<file path="src/rtl/pipe_mem_arbiter.sv">
// Shares one single-port 32-bit RAM between the IF fetch port and the MEM load/store port.
// Doubleword accesses run as two word beats. Loads are lane-selected and extended.
module pipe_mem_arbiter #(
    parameter int AW           = 8,
    parameter int MAX_D_STREAK = 4
) (
    input  logic          clk,
    input  logic          reset,
    input  logic          if_req,
    input  logic [63:0]   if_addr,
    output logic          if_done,
    output logic [31:0]   if_rdata,
    input  logic          d_req,
    input  logic          d_we,
    input  logic [2:0]    d_func3,
    input  logic [63:0]   d_addr,
    input  logic [63:0]   d_wdata,
    output logic          d_done,
    output logic [63:0]   d_rdata,
    output logic          d_misalign,
    output logic          stall_if,
    output logic          stall_mem,
    output logic          mem_en,
    output logic [3:0]    mem_we,
    output logic [AW-1:0] mem_addr,
    output logic [31:0]   mem_wdata,
    input  logic [31:0]   mem_rdata
);

    localparam int SW = $clog2(MAX_D_STREAK + 1);
    localparam logic [SW-1:0] STREAK_MAX = SW'(MAX_D_STREAK);

    typedef enum logic [2:0] {IDLE, IF_RESP, D_LO_RESP, D_HI_RESP, D_WR_HI} state_t;

    state_t        state;
    logic [SW-1:0] streak;
    logic [31:0]   lo_p1;
    logic [2:0]    func3_p0;
    logic [1:0]    lane_p0;
    logic [AW-1:0] word_p0;
    logic [31:0]   whi_p0;

    logic [AW-1:0] d_word, if_word;
    logic          fetch_wins, d_grant, i_grant, d_bad, d_is_dbl;
    logic          unused_addr_bits;

    function automatic logic misaligned(input logic we, input logic [2:0] f3, input logic [2:0] a);
        logic bad;
        case (f3[1:0])
            2'd0:    bad = 1'b0;
            2'd1:    bad = a[0];
            2'd2:    bad = |a[1:0];
            default: bad = |a;
        endcase
        // Undefined encodings are rejected exactly like misaligned accesses
        if (we && f3[2])              bad = 1'b1;
        if (!we && (f3 == 3'b111))    bad = 1'b1;
        return bad;
    endfunction

    function automatic logic [63:0] load_ext(input logic [31:0] w, input logic [1:0] lane,
                                             input logic [2:0] f3);
        logic signed [7:0]  b;
        logic signed [15:0] h;
        logic signed [31:0] s;
        logic [63:0]        r;
        b = w[{lane, 3'b000} +: 8];
        h = lane[1] ? w[31:16] : w[15:0];
        s = w;
        case (f3)
            3'b000:  r = 64'(b);
            3'b001:  r = 64'(h);
            3'b010:  r = 64'(s);
            3'b100:  r = {56'd0, w[{lane, 3'b000} +: 8]};
            3'b101:  r = {48'd0, (lane[1] ? w[31:16] : w[15:0])};
            3'b110:  r = {32'd0, w};
            default: r = '0;
        endcase
        return r;
    endfunction

    function automatic logic [3:0] store_we(input logic [1:0] sz, input logic [1:0] lane);
        case (sz)
            2'd0:    return 4'b0001 << lane;
            2'd1:    return 4'b0011 << lane;
            default: return 4'hF;
        endcase
    endfunction

    function automatic logic [31:0] store_data(input logic [1:0] sz, input logic [31:0] w);
        case (sz)
            2'd0:    return {4{w[7:0]}};
            2'd1:    return {2{w[15:0]}};
            default: return w;
        endcase
    endfunction

    function automatic logic [SW-1:0] sat_inc(input logic [SW-1:0] s);
        return (s == STREAK_MAX) ? s : s + SW'(1);
    endfunction

    assign d_word           = d_addr[AW+1:2];
    assign if_word          = if_addr[AW+1:2];
    assign unused_addr_bits = ^{d_addr[63:AW+2], if_addr[63:AW+2], if_addr[1:0]};
    assign fetch_wins       = if_req && (streak == STREAK_MAX);
    assign d_grant          = (state == IDLE) && d_req && !fetch_wins;
    assign i_grant          = (state == IDLE) && if_req && !d_grant;
    assign d_bad            = misaligned(d_we, d_func3, d_addr[2:0]);
    assign d_is_dbl         = (d_func3[1:0] == 2'b11);

    always_comb begin
        if_done    = 1'b0;
        if_rdata   = '0;
        d_done     = 1'b0;
        d_rdata    = '0;
        d_misalign = 1'b0;
        stall_if   = 1'b0;
        stall_mem  = 1'b0;
        mem_en     = 1'b0;
        mem_we     = '0;
        mem_addr   = '0;
        mem_wdata  = '0;
        if (reset) begin
            case (state)
                IDLE: begin
                    if (d_grant) begin
                        if (d_bad) begin
                            d_done     = 1'b1;
                            d_misalign = 1'b1;
                        end else begin
                            mem_en   = 1'b1;
                            mem_addr = d_word;
                            if (d_we) begin
                                mem_we    = store_we(d_func3[1:0], d_addr[1:0]);
                                mem_wdata = store_data(d_func3[1:0], d_wdata[31:0]);
                                d_done    = !d_is_dbl;
                            end
                        end
                    end else if (i_grant) begin
                        mem_en   = 1'b1;
                        mem_addr = if_word;
                    end
                end
                IF_RESP: begin
                    if_done  = 1'b1;
                    if_rdata = mem_rdata;
                end
                D_LO_RESP: begin
                    if (func3_p0[1:0] == 2'b11) begin
                        mem_en   = 1'b1;
                        mem_addr = word_p0 + AW'(1);
                    end else begin
                        d_done  = 1'b1;
                        d_rdata = load_ext(mem_rdata, lane_p0, func3_p0);
                    end
                end
                D_HI_RESP: begin
                    d_done  = 1'b1;
                    d_rdata = {mem_rdata, lo_p1};
                end
                D_WR_HI: begin
                    mem_en    = 1'b1;
                    mem_we    = 4'hF;
                    mem_addr  = word_p0 + AW'(1);
                    mem_wdata = whi_p0;
                    d_done    = 1'b1;
                end
                default: ;
            endcase
            stall_if  = if_req & ~if_done;
            stall_mem = d_req & ~d_done;
        end
    end

    always_ff @(posedge clk) begin
        if (!reset) begin
            state  <= IDLE;
            streak <= '0;
            lo_p1  <= '0;
        end else begin
            case (state)
                IDLE: begin
                    if (d_grant) begin
                        streak <= if_req ? sat_inc(streak) : '0;
                        if (!d_bad) begin
                            if (!d_we)         state <= D_LO_RESP;
                            else if (d_is_dbl) state <= D_WR_HI;
                        end
                    end else if (i_grant) begin
                        streak <= '0;
                        state  <= IF_RESP;
                    end
                end
                D_LO_RESP: begin
                    if (func3_p0[1:0] == 2'b11) begin
                        lo_p1 <= mem_rdata;
                        state <= D_HI_RESP;
                    end else begin
                        state <= IDLE;
                    end
                end
                default: state <= IDLE;
            endcase
        end
    end

    // Request fields captured at grant so a dropped request still completes
    always_ff @(posedge clk) begin
        if (d_grant) begin
            func3_p0 <= d_func3;
            lane_p0  <= d_addr[1:0];
            word_p0  <= d_word;
            whi_p0   <= d_wdata[63:32];
        end
    end

endmodule

</file>
<file path="config.mk">
export PLATFORM = sky130hd
export DESIGN_NAME = pipe_mem_arbiter
export DESIGN_NICKNAME = d
export VERILOG_FILES = /design/src/rtl/pipe_mem_arbiter.sv
export SDC_FILE = /design/constraint.sdc
export NUM_CORES = 1
export LEC_CHECK = 0
export ABC_AREA = 0
export CAP_MARGIN = 15
export CELL_PAD_IN_SITES_DETAIL_PLACEMENT = 1
export CELL_PAD_IN_SITES_GLOBAL_PLACEMENT = 2
export CORE_AREA = 2 2 145 147
export CTS_CLUSTER_DIAMETER = 30
export CTS_CLUSTER_SIZE = 10
export DETAILED_ROUTE_END_ITERATION = 10
export DIE_AREA = 0 0 147 149
export DONT_BUFFER_PORTS = 1
export PLACE_DENSITY = 0.66
export SLEW_MARGIN = 10
export SYNTH_ARGS = -nofsm -noshare
export SYNTH_HDL_FRONTEND = slang
export SYNTH_SLANG_ARGS = --single-unit
</file>
<file path="constraint.sdc">
create_clock -name clk -period 4.9 [get_ports clk]
set_clock_uncertainty 0.15 [all_clocks]
set_input_delay 0.49 -clock clk [delete_from_list [all_inputs] [get_ports clk]]
set_output_delay 0.49 -clock clk [all_outputs]
set_load 0.03 [all_outputs]
</file>
# [After elaboration in Yosys (flattened, before gate mapping)]
# Index checks and enable logic that the tools add are counted.
[op_classes] add_sub_neg=2 multipliers=0 div=0 n_lt_le_gt_ge=0 n_eq_ne=19 shifts=3 mux=61 bitwise_logic=4 n_reduce_logical=21
[ops] operator="64-bit one-hot mux with 6 select lines" count=1
[ops] operator="32-bit 2-to-1 mux" count=6
[ops] operator="64-bit 2-to-1 mux" count=2
[ops] operator="32-bit one-hot mux with 2 select lines" count=2
[ops] operator="64-bit one-hot mux with 2 select lines" count=1
[ops] operator="8-bit 2-to-1 mux" count=5
[ops] operator="32-bit by 6-bit variable part select with 8-bit output" count=1
[ops] operator="3-bit 2-to-1 mux" count=9
[ops] operator="8-bit one-hot mux with 3 select lines" count=1
[ops] operator="1-bit 2-to-1 mux" count=22
[ops] operator="3-bit == test, second input constant" count=6
[ops] operator="16-bit 2-to-1 mux" count=1
[ops] operator="4-bit 2-to-1 mux" count=4
[ops] operator="4-bit one-hot mux with 2 select lines" count=2
[ops] operator="3-bit by 2-bit == test with 1-bit output, second input constant" count=3
[ops] operator="3-bit inequality test, second input constant" count=3
[ops] operator="1-bit one-hot mux with 3 select lines" count=3
[ops] operator="8-bit by 1-bit adder with 8-bit output, second input constant" count=1
[ops] operator="1-bit logical AND" count=7
[ops] operator="2-bit == test, second input constant" count=3
[ops] operator="3-bit by 1-bit == test with 1-bit output, second input constant" count=2
[ops] operator="3-bit zero test" count=2
[ops] operator="3-bit one-hot mux with 2 select lines" count=1
[ops] operator="3-bit AND reduction" count=2
[ops] operator="other kinds (14)" count=20
[word_totals] regBits=83 latch_bits=0 mem_bits_rw=0 rom_bits=0 inputBits=232 output_inout_bits=146 elab_cells=117 n_memories=0

# [Logic depth before layout (Yosys ltp)]
# Gate-level depths: netlist (run 1).
[logic_depth] word_depth=11 depth_mapped=8 mapped_depth_nobuf=7

# [Worst setup path before layout (run 1)]
# Ideal clock, no wire load.
[synth_timing] path_type="input to output" start="input if_req" end="output mem_addr[1]" arrival_time_ns=2.141 required_time_ns=4.260 path_slack_ns=2.119 path_stages=7 n_path_buf=2 cell_sequence="buf_2 -> nand3_1 -> nand3_1 -> inv_1 -> buf_4 -> mux2i_1 -> o22ai_1"
[synth_between] elab_chain_cells=9 elab_cells_between_ends=10 cone_classes="mux (4); reduce/logical (6)"
[synth_lines] item="start, declared" line="9" rtl="input logic if_req,"
[synth_lines] item="1-bit logical AND" line="105" rtl="assign fetch_wins = if_req && (streak == STREAK_MAX);"
[synth_lines] item="1-bit zero test" line="106" rtl="assign d_grant = (state == IDLE) && d_req && !fetch_wins;"
[synth_lines] item="1-bit logical AND" line="106"
[synth_lines] item="1-bit zero test" line="107" rtl="assign i_grant = (state == IDLE) && if_req && !d_grant;"
[synth_lines] item="1-bit logical AND" line="107"
[synth_lines] item="8-bit 2-to-1 mux" line="139" rtl="end else if (i_grant) begin"
[synth_lines] item="8-bit 2-to-1 mux (*)" line="126" rtl="if (d_grant) begin"
[synth_lines] item="8-bit one-hot mux with 3 select lines (*)" line="124" rtl="case (state)"
[synth_lines] item="8-bit 2-to-1 mux (*)" line="123" rtl="if (reset) begin"
[synth_lines] item="end, declared" line="25" rtl="output logic [AW-1:0] mem_addr,"
# Every way passes the cells marked *; elsewhere a longest branch is shown, timed or not.

# [Worst setup path after layout (run 1)]
[layout_timing] start="register lane_p0[1]" end="output d_rdata[14]"
[layout_between] elab_chain_cells=5 elab_cells_between_ends=6 cone_classes="shift (1); mux (5)"
[layout_lines] item="start, declared" line="39" rtl="logic [1:0] lane_p0;"
[layout_lines] item="start signal, assigned" line="211" rtl="lane_p0 <= d_addr[1:0];"
[layout_lines] item="32-bit by 6-bit variable part select with 8-bit output or 16-bit 2-to-1 mux (tied branches)" line="67, 68, 75"
[layout_lines] item="64-bit one-hot mux with 6 select lines (*)" line="70" rtl="case (f3)"
[layout_lines] item="64-bit 2-to-1 mux (*)" line="149" rtl="if (func3_p0[1:0] == 2'b11) begin"
[layout_lines] item="64-bit one-hot mux with 2 select lines (*)" line="124"
[layout_lines] item="64-bit 2-to-1 mux (*)" line="123"
[layout_lines] item="end, declared" line="19" rtl="output logic [63:0] d_rdata,"
# Marks and branches as above.

==> flow_summary.toml, run 1 <==
[cells_and_area]
final_core_util_pct = 30.3
layout.nets = 910
antenna_cells = 0
drive_gt1_share_pct = 10.1
syn2layout_area_growth_pct = 12.2

[timing]
whs_ps = 83.5
slew_headroom_pct = 23.5
worst_slack_ps = 1090
rsz0062_at_grt = "no"
layout_worst_path_cycle_share_pct = 77.7
tightest_slew_ps = 1140
hold_violations = 0
tns_ps = 0
max_freq_mhz = 263
setup_viol = 0
min_period_ps = 3810
finalMaxSlewViolations = 0

[global_route]
grt_start_max_net_pins = 49
grtUsageTotal_pct = 18.5
antenna_found_initial = 0
grt_remaining_overflow = 0
grt_pass1_vias = 5268
grt_pass1_wl_um = 31100

[synthesis]
yosys-top-cells-count = "nand2_1 (177), edfxtp_1 (45), mux2i_1 (39)"
synth_area_per_cell_um2 = 8.11
synth_warnings = 0
synth_top_area_share_pct = 24.3
synth_seq_area_share_pct = 38.1
synth.area.top_cells = "edfxtp_1 (24%), dfxtp_1 (14%), nand2_1 (12%), mux2i_1 (7.0%), a21boi_0 (4.6%)"
synth_edf_count = 45
async_flop_share_pct = 0
synth_cell_type_count = 52
synth_nets = 919
syn_area_um2 = 5550
ys.flop_type = "edfxtp_1"
yosys.area.top_type = "edfxtp_1"
synthCells = 684
synth-seq-cells = 83
synth.most_common_cell = "nand2_1"

[place]
place_congestion = 0.789
port-buffer-count = 0
dpl_worst_slack_ps = 1470
place_hpwl_um = 15300

[routing]
routedWlPerCell_um = 21.7
drtIter0Drc = 287
post-route-drc-count = 0
ant_nets = 0
routed_via_density = 5.35
met2WireLength_um = 10000
vias = 5109
dr_wl_met3_um = 1630
wl_um = 20700
top_layer_used = "met4"
firstDrtPassIters = 6
wl_met1_um = 8710

[setup_path]
start_kind = "flip-flop"
critPathSlowestCell = "edfxtp_1"
path_max_fanout = 20
crit_path_max_incr_delay_ps = 970
required_ps = 4260
crit_type = "reg -> out"
cp_data_arrival_time_ps = 3170
cp-end-kind = "output port"
crit_chain = "mux4_2 -> nand2_1 -> nor2_1 -> a221oi_1 -> o21ai_0"

[cts]
clock_path_buffers = 2
root_buffer = "clkbuf_16"
postCtsHoldBufs = 0
cts_tree = "built"
clkTransAtPathRegs_ps = 70
cts_resized = 0
clock_latency_ps = 340
htreeDepth = 3
cts_buffers = 9
clock-sinks = 83
post_cts_buffers = 0

[floorplanning]
start_util_pct = 27.0
fp.dieH_um = 149
die_area_um2 = 21900
rows = 53
io_pins = 378
die_x_um = 147
coreArea_um2 = 20600

[pwr]
power.density_nw_per_um2 = 282
vdd_ir_drop_max_mv = 0.175
leakage_nw = 2.31

[job]
maxCapViolCount = 0

[worst_hold_path]
hold_class = "in -> reg"

[outcome]
status = "finished, final reports clean"
stage by stage:
stage / area (µm²) / instances / power, mW
6_report: 6220 / 955 / 1.76
5_1_grt: 6220 / 955 / 1.83
4_1_cts: 6190 / 953 / 1.78
3_5_place_dp: 5890 / 937 / 1.07
3_3_place_gp: 5890 / 937 / 1.06
2_1_floorplan: 5550 / 684 / 1.02
kinds of logic (layout without fill, tap and decap cells):
family	Yosys count	in the layout	synth area share (%)
buffers and inverters	66	62	5.39
xor gates and xnor gates	6	6	0.947
and+or+nand+nor	297	297	23.9
muxes	48	48	9.06
DFF	83	83	38.1
adders and majority gates	3	3	0.676
AOI/OAI and AO/OA	181	181	22.0
final cells by class:
class	instances	area, µm²
clock buffer	9	225
clock inverter	7	75.1
fill	2450	14300
inverter	11	41.3
multi-input combinational	535	3150
sequential	83	2110
tap	275	344
timing repair buffer	35	278
worst max-delay path: cells and delay by family (launching register included):
kind | cells | cell delay, ps
and+or+nand+nor | 2 | 520
muxes | 1 | 400
DFF | 1 | 970
AOI/OAI and AO/OA | 2 | 910
where the power goes:
group / switching [mW] / leakage (nW) / internal [mW]
registers: 0.0276 / 0.740 / 0.774
clock network: 0.305 / 0.145 / 0.399
logic: 0.164 / 1.43 / 0.0878
cell usage in the layout, fill, tap and decap left out, types with 2 or more instances in the layout:
master     synthesis  final
buf_8              0      2
o22ai_1           16     16
nand2b_1           4      4
nand2_1          177    177
dfxtp_1           38     38
and3_1             7      6
mux2_2             8      8
ha_1               3      3
and2_1            31     31
a31oi_1            2      2
inv_1             11     10
xor2_1             4      4
a22oi_1            7      7
buf_4              3     33
nor2b_1            6      6
o21ai_1            6      6
edfxtp_1          45     45
a21oi_1           30     30
a21boi_0          34     34
o21ai_0           36     36
nor3_1            21     21
nand3_1           13     13
xnor2_1            2      2
clkbuf_16          0      9
nor2_1            28     27
a221oi_1          23     23
a32oi_1            2      2
mux2i_1           39     39
a22o_1            15     15
flip-flops by register name, summed over array words and instances (netlist names):
signal	flops
state	3
whi_p0	32
lane_p0	2
lo_p1	32
func3_p0	3
word_p0	8
streak	3
layer usage:
metal | global-route usage, % | up-vias
li1 | - | 2417
met1 | 22.4 | 2435
met2 | 31.7 | 237
met3 | 5.32 | 20
met4 | 6.30 | 0
met5 | 0 | -
path summary, 6_finish.rpt:
path	depth (start not counted)	start	slack, ps	to
min	0	d_addr[7]	80	word_p0[5]
min reg2reg	2	lo_p1[8]	310	lo_p1[8]
max reg2reg	4	state[2]	2160	whi_p0[21]
max	5	lane_p0[1]	1090	d_rdata[14]
No activity file was read; power rests on OpenSTA's default activity.
==> run 2, diff against run 1 <==
==> constraint.sdc (replaced) <==
create_clock -name clk -period 3.7 [get_ports clk]
set_clock_uncertainty 0.15 [all_clocks]
set_input_delay 0.37 -clock clk [delete_from_list [all_inputs] [get_ports clk]]
set_output_delay 0.37 -clock clk [all_outputs]
set_load 0.03 [all_outputs]
==> flow_summary.toml, run 2 (synthesis results as in run 1) <==
[timing]
tns_ps = 0
whs_ps = 18.3
min_period_ps = 3400
tightest_slew_ps = 1020
max_freq_mhz = 294
finalMaxSlewViolations = 0
rsz0062_at_grt = "no"
setup_viol = 0
worst_slack_ps = 297
hold_violations = 0
slew_headroom_pct = 31.9
layout_worst_path_cycle_share_pct = 92.0

[pwr]
leakage_nw = 2.66
power.density_nw_per_um2 = 355
vdd_ir_drop_max_mv = 0.193

[cts]
clock_latency_ps = 350
cts_tree = "built"
clock-sinks = 83
clkTransAtPathRegs_ps = 70
htreeDepth = 3
clock_path_buffers = 2
post_cts_buffers = 0
root_buffer = "clkbuf_16"
cts_buffers = 9

[setup_path]
cp_top_family = "simple AND/OR/NAND/NOR gates"
crit_chain = "nand2_1 -> nand2b_4 -> or2_0 -> a311o_2 -> nand2_1"
cp_common_cell = "nand2_1"
cp-startpoint = "func3_p0[0]"
crit_type = "reg -> out"
critPathSlowestCell = "edfxtp_1"
cp_num_cells = 5
cp_data_arrival_time_ps = 2880
start_kind = "flip-flop"
reg2regPathDepth = 4
r2r-start = "state[2]"
crit_end = "d_rdata[60]"
cp-end-kind = "output port"
r2r_slack_ps = 950
cp_num_buf_inv = 0
required_ps = 3180
path_max_fanout = 32
crit_path_max_incr_delay_ps = 690
reg2reg_to = "whi_p0[30]"

[routing]
routedWlPerCell_um = 21.0
ant_nets = 0
drtIter0Drc = 324
firstDrtPassIters = 4
wl_um = 21600
routed_via_density = 5.34
vias = 5496
post-route-drc-count = 0

[global_route]
antenna_found_initial = 0
grt_pass1_vias = 5654
grt_remaining_overflow = 0
grt_start_max_net_pins = 49
grt_pass1_wl_um = 32900
grtUsageTotal_pct = 19.4

[floorplanning]
start_util_pct = 27.0
rows = 53
fp.dieH_um = 149
die_area_um2 = 21900
io_pins = 378
die_x_um = 147
coreArea_um2 = 20600

[cells_and_area]
stdcell_count = 1029
design_area_um2 = 6900
layout.nets = 984
layout_common_cells = "nand2_1 (177), buf_4 (63), dlygate4sd3_1 (46), edfxtp_1 (45), mux2i_1 (39)"
reg.largest.list = "lo_p1 (32), whi_p0 (32), word_p0 (8)"
drive_gt1_share_pct = 13.0
antenna_cells = 0
layout_commonest_cell = "nand2_1"
fillers = 2436
syn2layout_area_growth_pct = 24.4

[place]
dpl_worst_slack_ps = 595
dp_cells = 967
place_area_um2 = 6120
place_hpwl_um = 15300
port-buffer-count = 0
place_congestion = 0.813

[job]
maxCapViolCount = 0

[outcome]
status = "finished, final reports clean"

[worst_hold_path]
hold_class = "in -> reg"
[run 2: changes by cell type in the layout (fill, tap and decap cells not counted)]
cell	before	now
inv_6	1	2
buf_8	2	0
buf_4	33	63
clkinv_1	1	0
dlygate4sd3_1	0	46
inv_8	1	0
bufinv_16	1	2
clkinv_4	1	0
clkinvlp_4	1	2
[run 2: worst min path at each step]
stage | from | cells past startpoint | endpoint | slack [ps]
after floorplan | lo_p1[14] | 2 | lo_p1[14] | 290
after global placement | lo_p1[12] | 2 | lo_p1[12] | 300
after detailed placement | lo_p1[14] | 2 | lo_p1[14] | 310
after CTS | mem_rdata[22] | 2 | lo_p1[22] | 0.006
after global routing | mem_rdata[20] | 2 | lo_p1[20] | 7
final | mem_rdata[8] | 2 | lo_p1[8] | 20
[run 2: report_power, final]
group          internal, mW  leakage, nW  switching, mW  total [mW]
Combinational         0.158         1.77          0.235       0.393
Sequential             1.02        0.740         0.0293        1.05
Clock                 0.596        0.152          0.407        1.00
Total                  1.78         2.66          0.671        2.45
[run 2: metal layers]
metal  track usage [%]  share of wire [%]
met3              4.59                7.3
met2              34.1                 49
met5                 0                  0
met1              23.3                 41
met4              6.97                2.3
[run 2: worst register-to-register path, delay by kind of cell (launching register included)]
family	cells	cell delay [ps]
buf+inv	2	980
simple gates	2	810
flops	1	440
[run 2: area by class of cell]
type	instances	area [µm²]	share of cell area, %
sequential	83	2110	30.6
clock buffer	9	225	3.26
inverter	11	41.3	0.598
multi-input combinational	535	3150	45.6
clock inverter	7	97.6	1.41
tap	275	344	4.98
timing repair buffer	109	933	13.5
[run 2: what timing repair did]
action,in CTS,in global routing
resized for setup,0,0
hold endpoints to repair,46,0
hold buffers,46,0
[run 2: through the flow]
| step | util (%) | power (mW) |
|---|---|---|
| 5_1_grt | 33.6 | 2.55 |
| 3_3_place_gp | 29.8 | 1.42 |
| 4_1_cts | 33.6 | 2.48 |
| 3_5_place_dp | 29.8 | 1.43 |
| 6_report | 33.6 | 2.45 |
| 2_1_floorplan | - | 1.36 |
==> run 3, diff against run 2 <==
--- a/config.mk
+++ b/config.mk
@@ -20,3 +20,4 @@
 export SYNTH_ARGS = -nofsm -noshare
 export SYNTH_HDL_FRONTEND = slang
 export SYNTH_SLANG_ARGS = --single-unit
+export TNS_END_PERCENT = 30
==> results of run 3 <==
The final DEF is identical to that of run 2; final timing and power are the same.
